--- config.mk ---
export PLATFORM = sky130hd
export DESIGN_NAME = bcd_scan_controller_flat
export DESIGN_NICKNAME = d
export VERILOG_FILES = /design/src/rtl/bcd_pkg.sv /design/src/rtl/bcd_scan_controller_if.sv /design/src/rtl/seg7_decode.sv /design/src/rtl/bcd_scan_controller.sv /design/src/flat_wrapper.sv
export SDC_FILE = /design/constraint.sdc
export NUM_CORES = 1
export LEC_CHECK = 0
export CAP_MARGIN = 20
export CORE_MARGIN = 2
export CORE_UTILIZATION = 45
export CTS_CLUSTER_SIZE = 10
export DETAILED_ROUTE_END_ITERATION = 8
export PLACE_DENSITY = 0.63
export RECOVER_POWER = 50
export SETUP_SLACK_MARGIN = 0.5
export SLEW_MARGIN = 10
export SYNTH_ARGS = -nofsm -noshare
export SYNTH_HDL_FRONTEND = slang
export SYNTH_SLANG_ARGS = --single-unit
--- constraint.sdc ---
create_clock -name hwclk -period 4.5 [get_ports hwclk]
set_clock_uncertainty 0.1 [all_clocks]
set_input_delay 0.45 -clock hwclk [delete_from_list [all_inputs] [get_ports hwclk]]
set_output_delay 0.45 -clock hwclk [all_outputs]
set_load 0.02 [all_outputs]
--- src/rtl/bcd_pkg.sv ---
// Shared types and constants for the BCD scan controller: conversion FSM
// states, digit count, 7-segment codes and one double-dabble step.
package bcd_pkg;

  localparam int NUM_DIGITS = 3;

  typedef enum logic [1:0] {
    IDLE   = 2'd0,
    SHIFT  = 2'd1,
    COMMIT = 2'd2
  } bcd_state_t;

  // Active-high segment codes, bit 0 = A ... bit 6 = G.
  localparam logic [6:0] SEG_0    = 7'h3F;
  localparam logic [6:0] SEG_1    = 7'h06;
  localparam logic [6:0] SEG_2    = 7'h5B;
  localparam logic [6:0] SEG_3    = 7'h4F;
  localparam logic [6:0] SEG_4    = 7'h66;
  localparam logic [6:0] SEG_5    = 7'h6D;
  localparam logic [6:0] SEG_6    = 7'h7D;
  localparam logic [6:0] SEG_7    = 7'h07;
  localparam logic [6:0] SEG_8    = 7'h7F;
  localparam logic [6:0] SEG_9    = 7'h6F;
  localparam logic [6:0] SEG_DASH = 7'h40;

  // One double-dabble iteration on the {bcd[11:0], bin[7:0]} register:
  // correct every BCD nibble >= 5 by +3, then shift the whole word left.
  function automatic logic [19:0] dabble_step(input logic [19:0] sr);
    logic [19:0] adj;
    adj = sr;
    for (int i = 0; i < NUM_DIGITS; i++) begin
      if (adj[8 + 4*i +: 4] >= 4'd5) begin
        adj[8 + 4*i +: 4] = adj[8 + 4*i +: 4] + 4'd3;
      end
    end
    return {adj[18:0], 1'b0};
  endfunction

endpackage

--- src/rtl/bcd_scan_controller_if.sv ---
// Bus between the value source / display pins and the BCD scan controller.
// Handshake: load and scan_tick are single-cycle strobes sampled on the
// rising clock edge; there is no ready signal -- a load is always accepted
// (captured directly when idle, otherwise held as the latest pending value),
// and busy reports that a conversion is in flight.
interface bcd_scan_if;
  import bcd_pkg::*;

  logic [7:0]  value;
  logic        load;
  logic        busy;
  logic        scan_tick;
  logic [11:0] digits;
  logic [6:0]  segments;
  logic [2:0]  enable;
  bcd_state_t  fsm_state;

  modport master (
    output value, load, scan_tick,
    input  busy, digits, segments, enable, fsm_state
  );

  modport slave (
    input  value, load, scan_tick,
    output busy, digits, segments, enable, fsm_state
  );

endinterface

--- src/rtl/seg7_decode.sv ---
// Combinational BCD digit to 7-segment lookup; non-decimal codes show a dash.
module seg7_decode
  import bcd_pkg::*;
(
  input  logic [3:0] bcd,
  output logic [6:0] seg
);

  // Table lookup of the segment pattern for one digit.
  always_comb begin
    seg = SEG_DASH;
    case (bcd)
      4'd0:    seg = SEG_0;
      4'd1:    seg = SEG_1;
      4'd2:    seg = SEG_2;
      4'd3:    seg = SEG_3;
      4'd4:    seg = SEG_4;
      4'd5:    seg = SEG_5;
      4'd6:    seg = SEG_6;
      4'd7:    seg = SEG_7;
      4'd8:    seg = SEG_8;
      4'd9:    seg = SEG_9;
      default: seg = SEG_DASH;
    endcase
  end

endmodule

--- src/rtl/bcd_scan_controller.sv ---
// Binary-to-BCD conversion (sequential double dabble) with an atomic commit
// to a display register, plus a 3-digit multiplexed 7-segment scanner with
// inter-digit blanking and optional leading-zero suppression.
module bcd_scan_controller
  import bcd_pkg::*;
#(
  parameter int BLANK_CYCLES = 2,
  parameter bit LZ_BLANK     = 1'b1
) (
  input  logic     hwclk,
  input  logic     resetn,
  bcd_scan_if.slave bus
);

  localparam int CW = (BLANK_CYCLES > 0) ? $clog2(BLANK_CYCLES + 1) : 1;

  // Conversion state
  bcd_state_t  state, state_nx;
  logic [19:0] sr, sr_nx;
  logic [2:0]  step, step_nx;
  logic        pend, pend_nx;
  logic [7:0]  pend_val, pend_val_nx;
  logic [11:0] digits_q, digits_nx;

  // Scan state
  logic [1:0]    idx;
  logic [CW-1:0] bcnt;
  logic [CW-1:0] bcnt_dec;
  logic          started;
  logic [2:0]    en_q;
  logic [6:0]    seg_q;
  logic [3:0]    sel_digit;
  logic [6:0]    dec_seg;
  logic          suppress;

  // Conversion FSM registers and the datapath they own.
  always_ff @(posedge hwclk or negedge resetn) begin
    if (!resetn) begin
      state    <= IDLE;
      sr       <= '0;
      step     <= '0;
      pend     <= 1'b0;
      pend_val <= '0;
      digits_q <= '0;
    end else begin
      state    <= state_nx;
      sr       <= sr_nx;
      step     <= step_nx;
      pend     <= pend_nx;
      pend_val <= pend_val_nx;
      digits_q <= digits_nx;
    end
  end

  // Next-state logic: capture, eight dabble shifts, commit; loads seen while
  // busy overwrite a single pending slot (last one wins). A load arriving in
  // the commit cycle is newer than any pending value, so it is captured.
  always_comb begin
    state_nx    = state;
    sr_nx       = sr;
    step_nx     = step;
    pend_nx     = pend;
    pend_val_nx = pend_val;
    digits_nx   = digits_q;
    case (state)
      IDLE: begin
        if (bus.load) begin
          sr_nx    = {12'd0, bus.value};
          step_nx  = '0;
          state_nx = SHIFT;
        end
      end
      SHIFT: begin
        sr_nx   = dabble_step(sr);
        step_nx = step + 3'd1;
        if (step == 3'd7) begin
          state_nx = COMMIT;
        end
        if (bus.load) begin
          pend_nx     = 1'b1;
          pend_val_nx = bus.value;
        end
      end
      COMMIT: begin
        digits_nx = sr[19:8];
        if (bus.load) begin
          sr_nx    = {12'd0, bus.value};
          step_nx  = '0;
          pend_nx  = 1'b0;
          state_nx = SHIFT;
        end else if (pend) begin
          sr_nx    = {12'd0, pend_val};
          step_nx  = '0;
          pend_nx  = 1'b0;
          state_nx = SHIFT;
        end else begin
          state_nx = IDLE;
        end
      end
      default: state_nx = IDLE;
    endcase
  end

  // Select the digit for the current scan slot and decide whether it is a
  // leading zero that should stay dark.
  always_comb begin
    case (idx)
      2'd0:    sel_digit = digits_q[3:0];
      2'd1:    sel_digit = digits_q[7:4];
      default: sel_digit = digits_q[11:8];
    endcase
    suppress = LZ_BLANK &&
               (((idx == 2'd2) && (digits_q[11:8] == 4'd0)) ||
                ((idx == 2'd1) && (digits_q[11:4] == 8'd0)));
    bcnt_dec = (bcnt != '0) ? bcnt - CW'(1) : '0;
  end

  seg7_decode u_dec (
    .bcd (sel_digit),
    .seg (dec_seg)
  );

  // Scanner: a tick advances the slot and blanks; the slot lights on the
  // edge where the blank counter runs out (so BLANK_CYCLES dark clocks,
  // minimum one because the tick itself turns the enables off).
  always_ff @(posedge hwclk or negedge resetn) begin
    if (!resetn) begin
      idx     <= '0;
      bcnt    <= '0;
      started <= 1'b0;
      en_q    <= '0;
      seg_q   <= '0;
    end else if (bus.scan_tick) begin
      started <= 1'b1;
      idx     <= (idx == 2'd2) ? 2'd0 : idx + 2'd1;
      bcnt    <= CW'(BLANK_CYCLES);
      en_q    <= '0;
      seg_q   <= '0;
    end else begin
      bcnt <= bcnt_dec;
      if (started && (bcnt_dec == '0) && !suppress) begin
        en_q  <= 3'b001 << idx;
        seg_q <= dec_seg;
      end else begin
        en_q  <= '0;
        seg_q <= '0;
      end
    end
  end

  assign bus.busy      = (state != IDLE);
  assign bus.digits    = digits_q;
  assign bus.enable    = en_q;
  assign bus.segments  = seg_q;
  assign bus.fsm_state = state;

endmodule

--- src/flat_wrapper.sv ---
// flat-port wrapper written by rule: the top's interface ports become plain ports
module bcd_scan_controller_flat import bcd_pkg::*;
#(
  parameter int BLANK_CYCLES = 2,
  parameter bit LZ_BLANK     = 1'b1
)
  (hwclk, resetn, bus_value, bus_load, bus_scan_tick, bus_busy, bus_digits, bus_segments, bus_enable, bus_fsm_state);
  bcd_scan_if bus_i ();
  input  logic hwclk;
  input  logic resetn;
  input wire logic [$bits(bus_i.value)-1:0] bus_value;
  input wire logic [$bits(bus_i.load)-1:0] bus_load;
  input wire logic [$bits(bus_i.scan_tick)-1:0] bus_scan_tick;
  output wire logic [$bits(bus_i.busy)-1:0] bus_busy;
  output wire logic [$bits(bus_i.digits)-1:0] bus_digits;
  output wire logic [$bits(bus_i.segments)-1:0] bus_segments;
  output wire logic [$bits(bus_i.enable)-1:0] bus_enable;
  output wire logic [$bits(bus_i.fsm_state)-1:0] bus_fsm_state;
  assign bus_i.value = bus_value;
  assign bus_i.load = bus_load;
  assign bus_i.scan_tick = bus_scan_tick;
  assign bus_busy = bus_i.busy;
  assign bus_digits = bus_i.digits;
  assign bus_segments = bus_i.segments;
  assign bus_enable = bus_i.enable;
  assign bus_fsm_state = bus_i.fsm_state;
  bcd_scan_controller #(.BLANK_CYCLES(BLANK_CYCLES), .LZ_BLANK(LZ_BLANK)) u_core (.hwclk(hwclk), .resetn(resetn), .bus(bus_i));
endmodule
# ---- After elaboration in Yosys (flattened, before gate mapping)
# Memories as Yosys holds them, arrays and structs flattened.
# Cells that the tools add are included.
dict set report totals {
  regBits 61
  mem_count 1
  ramBits 0
  latchBits 0
  romBits 112
  inputBits 12
}
dict set report classes {
  add_sub_neg 6
  muxes 26
  div 0
  reduce_logical 19
  magnitude_cmp 3
  multipliers 0
  bitwise_logic 0
  eq_ne 9
  shifts 1
}
# memory words width rd rd_clocked_by_memory_dff write_ports line
set mem_list {}
lappend mem_list {{(name not given)} 16 7 1 0 0 seg7_decode.sv:12} ;# case (bcd)
# operator n
set op_table {}
lappend op_table {{20-bit 2-to-1 mux} 3}
lappend op_table {{20-bit case mux with 3 select lines} 1}
lappend op_table {{3-bit 2-to-1 mux} 6}
lappend op_table {{7-bit 2-to-1 mux} 2}
lappend op_table {{4-bit by 3-bit greater-or-equal comparator with 1-bit output (second input constant)} 3}
lappend op_table {{2-bit 2-to-1 mux} 6}
lappend op_table {{3-bit case mux with 3 select lines} 1}
lappend op_table {{4-bit by 2-bit adder with 4-bit output (second input constant)} 2}
lappend op_table {{8-bit logical NOT} 1}
lappend op_table {{4-bit 2-to-1 mux} 2}
lappend op_table {{4-bit case mux with 2 select lines} 1}
lappend op_table {{2-bit logical NOT} 3}
lappend op_table {{2-bit case mux with 3 select lines} 1}
lappend op_table {{2-bit AND reduction} 3}
lappend op_table {{2-bit nonzero test} 3}
lappend op_table {{2-bit by 1-bit equality test with 1-bit output (second input constant)} 2}
lappend op_table {{2-bit equality test (second input constant)} 2}
lappend op_table {{1-bit logical AND} 4}
lappend op_table {{4-bit logical NOT} 1}
lappend op_table {{2-bit inequality test (second input constant)} 2}
lappend op_table {{3-bit by 1-bit adder with 3-bit output (second input constant)} 1}
lappend op_table {{3-bit by 2-bit adder with 3-bit output (second input constant)} 1}
lappend op_table {{3-bit equality test (second input constant)} 1}
lappend op_table {{3-bit by 2-bit inequality test with 1-bit output (second input constant)} 1}
lappend op_table {{other kinds (10)} 11}

# ---- Depth between registers and ports, before layout
dict set report depth {
  depth_word 7
  ltp_mapped 9
  mapped_depth_nobuf 8
}

# ---- Modules after synthesis
# A second synthesis with hierarchy kept.
dict set report unflattened {
  hier_cells 285
  area_unflattened_um2 3119.2
}
# mod seq_area_each_um2 n_inst area_each_um2 cells_each
set modules_own_cells {}
lappend modules_own_cells {bcd_scan_controller 1526.5 1 2891.5 256}
lappend modules_own_cells {seg7_decode 0.0 1 227.7 29}

# ---- Worst setup path after synthesis
# No wires, ideal clock.
dict set report synth_timing {
  path_type {register to register}
  start {reg u_core.idx[0]}
  end {reg u_core.seg_q[3] (netlist: u_core.bus.segments[3])}
  t_arrival_ps 1882
  n_path_buf 1
  setup_ps 94
  setup_slack_ps 2424
  t_required_ps 4306
  stages_incl_launch_ff 8
  cell_sequence {dfrtp_1 > buf_6 > mux2_2 > mux2i_2 > inv_1 > ha_1 > mux2_2 > a211oi_1}
}
dict set report synth_between {
  elab_chain_len 7
}
# element line
set synth_rtl {}
lappend synth_rtl {{start: declaration} bcd_scan_controller.sv:26} ;# logic [1:0] idx;
lappend synth_rtl {{start signal: assignment} bcd_scan_controller.sv:135} ;# idx <= (idx == 2'd2) ? 2'd0 : idx + 2'd1;
lappend synth_rtl {{branches (longest 5 deep; another with memory 16 x 7 bit)} -}
lappend synth_rtl {{7-bit 2-to-1 mux (*)} bcd_scan_controller.sv:141} ;# if (started && (bcnt_dec == '0) && !suppress) begin
lappend synth_rtl {{7-bit 2-to-1 mux (*)} bcd_scan_controller.sv:133} ;# end else if (bus.scan_tick) begin
lappend synth_rtl {{end signal: assignment} bcd_scan_controller.sv:143} ;# seg_q <= dec_seg;
lappend synth_rtl {{end: declaration} bcd_scan_controller.sv:31} ;# logic [6:0] seg_q;
# Mark *: on every way between the ends.
# A chain may end at the register's enable or synchronous reset.

# ---- Worst setup path in the final report
dict set report layout_timing {
  start {reg u_core.state[0] (netlist: u_core.bus.fsm_state[0])}
  end {reg u_core.sr[4]}
}
dict set report layout_between {
  elab_chain_len 3
}
# element line
set layout_rtl {}
lappend layout_rtl {{start: declaration} bcd_scan_controller.sv:18} ;# bcd_state_t state, state_nx;
lappend layout_rtl {{start signal: assignment} bcd_scan_controller.sv:46} ;# state <= state_nx;
lappend layout_rtl {{2-bit equality test, or another cell as far along} bcd_scan_controller.sv:65} ;# case (state)
lappend layout_rtl {{3-bit by 2-bit inequality test with 1-bit output (no source line), or another cell as far along} -}
lappend layout_rtl {{3-bit AND reduction (no source line)} -}
lappend layout_rtl {{end signal: assignment} bcd_scan_controller.sv:47} ;# sr <= sr_nx;
lappend layout_rtl {{end: declaration} bcd_scan_controller.sv:19} ;# logic [19:0] sr, sr_nx;
# Parallel ways exist; a longest one is shown, timed or not.

==> results.toml <==
[run_status]
status = "completed"

[clock_tree]
clkTransAtPathRegs_ns = 0.07
cts_tree = "built"
root_buffer = "clkbuf_8"
clock_path_buffers = 2
htree_levels = 3
post_cts_buffers = 0
post_cts_resized = 0
clock_sinks = 61
numCtsBuffers = 9
clock_latency_ns = 0.33
hold_buffers = 0

[sta]
worst_pin_slew_ns = 1.19
max_slew_margin_pct = 21.0
fin_crit_sh_pct = 70.9
clock.fmax_mhz = 314
setup_viol = 0
slew_viol_final = 0
fin_crit_ns = 3.19
final.setup.tns_ns = 0
fin_ws_ns = 1.31
rsz0062_at_grt = "false"
hold_viol = 0

[worst_setup_path]
critPathLaunchType = "flop"
crit_chain = "inv_1 -> ha_1 -> clkbuf_1 -> nand2b_1 -> a21oi_2 -> or2_2 -> o21ai_0"
worst_r2r_endpoint = "u_core.sr[4]"
reg2regPathDepth = 7
reg2reg_from = "u_core.bus.fsm_state[0]"
arrival_ns = 3.28
crit_fanout = 24
path_class = "flop to flop"
critical-path-slowest-cell = "clkbuf_1"
r2r_slack_ns = 1.31
cp-end-kind = "flop"
cp.required_ns = 4.60
max_stage_delay_ns = 0.87

[synth]
seq_area_frac_synth_pct = 48.7
synth.top_cells.by_area = "dfrtp_1, mux2_2, ha_1, o21ai_0, a22o_1"
synth_nets = 302
synth_ff_type = "dfrtp_1"
synth-warning-count = 0
synth_top_area_share_pct = 48.7
synth_edf_count = 0
yosysMostFrequentCell = "dfrtp_1"
yosys-top-cells-count = "dfrtp_1, o21ai_0, mux2_2"
syn_inst = 272
ys_seq_elements = 61
synth.distinct_cells = 44
yosysTopAreaCell = "dfrtp_1"
syn_avg_cell_area_um2 = 11.5
ys_async_sr_fraction_pct = 100
syn_area_um2 = 3130

[floorplan]
io_pins = 37
core_area_um2 = 6760
rows = 30
dieArea_um2 = 7640
die_width_um = 87.4
dieHeight_um = 87.4
start_util_pct = 46.4

[placed_design]
io_buffer_count = 36
dp_slack_ns = 1.82
gp_routability_congestion = 0.782
hpwl_mm = 4.01
place_area_um2 = 3540

[drt]
drc_errors = 0
drtIter0Drc = 108
vias = 2121
routed_wl_mm = 5.86
via_per_inst = 5.41
ant_nets = 0
wl_per_cell_um = 15.0
dr.pass1.iters = 4

[power_and_ir_drop]
power_leakage_uw = 0.00168
power_density_nw_per_um2 = 499
irDropWorstVdd_mv = 0.322
finalPower_uw = 1870

[layout]
regArea_um2 = 1530
fillCellCount = 592
multi_input_area_um2 = 1480
design_area_um2 = 3730
area_growth_pct = 19.3
drive_gt1_share_pct = 18.6
num_antenna_cells = 0
nNetsFinal = 338

[worst_hold_path]
hp-class = "input pin to asynchronous set/reset pin"

[global_route]
grt_pass1_wl_mm = 10.0
grt_usage_pct = 17.1
overflow = 0
grt_pass1_vias = 2155
grt_max_degree = 62
antenna_found_initial = 0

[job]
drv_cap = 0
through the flow:
stage | instances | utilization, % | hold slack [ns]
after CTS | 392 | 55.3 | 0.192
final | 392 | 55.3 | 0.160
after global placement | 377 | 52.4 | 0.315
after floorplan | 272 | - | 0.0544
after global routing | 392 | 55.3 | 0.238
after detailed placement | 377 | 52.4 | 0.323
report_power, final:
group	total [uW]	internal, uW	switching, uW
sequential	766	672	94.7
combinational	613	290	323
clock	486	281	205
final cells by class:
class | count | area share, %
multi-input cells | 181 | 39.6
repair buffers | 38 | 9.82
flip-flops and latches | 61 | 40.9
inverters | 17 | 1.71
well taps | 80 | 2.68
clock inverters | 4 | 1.27
clock buffers | 11 | 4.05
state kept, by name, indices dropped and copies added, names as in the netlist:
| register | cells |
|---|---|
| u_core.step | 3 |
| u_core.bus.segments | 7 |
| u_core.idx | 2 |
| u_core.bus.fsm_state | 2 |
| u_core.sr | 20 |
| u_core.pend_val | 8 |
| u_core.bus.digits | 12 |
| u_core.bus.enable | 3 |
| u_core.bcnt | 2 |
| u_core.pend | 1 |
| u_core.started | 1 |
cells by family (layout without fill, tap and decap cells):
logic type / after synthesis / in the layout / synth area share (%)
adders and majority gates: 18 / 18 / 7.19
muxes: 36 / 36 / 13.4
AOI/OAI and AO/OA: 84 / 84 / 18.9
xor gates and xnor gates: 3 / 3 / 0.839
DFF: 61 / 61 / 48.7
and+or+nand+nor: 40 / 40 / 6.95
buffers and inverters: 30 / 70 / 4.03
cells in the final DEF, fill, tap and decap left out, types with 2 or more instances in the layout:
cell type,netlist,routed
a21o_1,2,2
a21oi_1,8,8
a21oi_2,2,2
a222oi_1,7,7
a22o_1,14,14
a311oi_1,2,2
a31o_2,3,3
clkbuf_8,0,11
clkdlybuf4s50_1,0,34
clkinv_2,0,2
dfrtp_1,61,61
ha_1,18,18
inv_1,16,16
mux2_2,26,26
mux2_4,2,2
mux2i_1,6,6
nand2_1,8,8
nand2b_1,9,9
nor2_1,7,7
nor3_1,5,5
nor3b_1,3,3
o211ai_1,2,2
o21ai_0,32,32
o31a_1,3,3
o31ai_1,2,2
or2_2,2,2
xnor2_1,3,3
critical path, delay by kind of cell (launching register included):
family,cells,cell delay [ns]
AO/OA/AOI/OAI,2,0.76
adder cells (fa/ha/maj),1,0.14
buffers and inverters,2,0.98
flip-flops,1,0.44
AND/OR/NAND/NOR,2,0.62
how the worst max path moves through the flow:
stage | startpoint | end | slack (ns) | depth (start not counted)
after detailed placement | bus_load | u_core.sr[6] | 1.82 | 4
after floorplan | u_core.idx[0] | u_core.bus.segments[3] | 2.42 | 7
final | u_core.bus.fsm_state[0] | u_core.sr[4] | 1.31 | 7
after global placement | bus_load | u_core.sr[6] | 1.89 | 4
after global routing | u_core.bus.fsm_state[0] | u_core.sr[6] | 1.01 | 7
after CTS | u_core.bus.fsm_state[0] | u_core.sr[6] | 1.93 | 7
metal layers:
metal / routed length, um / vias to the layer above / GRT usage [%]
met2: 2880 / 55 / 28.3
met5: 0 / - / 0
met4: 27 / 0 / 5.73
met3: 239 / 2 / 6.45
li1: - / 1060 / -
met1: 2720 / 1004 / 20.6
Note: power is estimated with default switching activity, not from simulation.
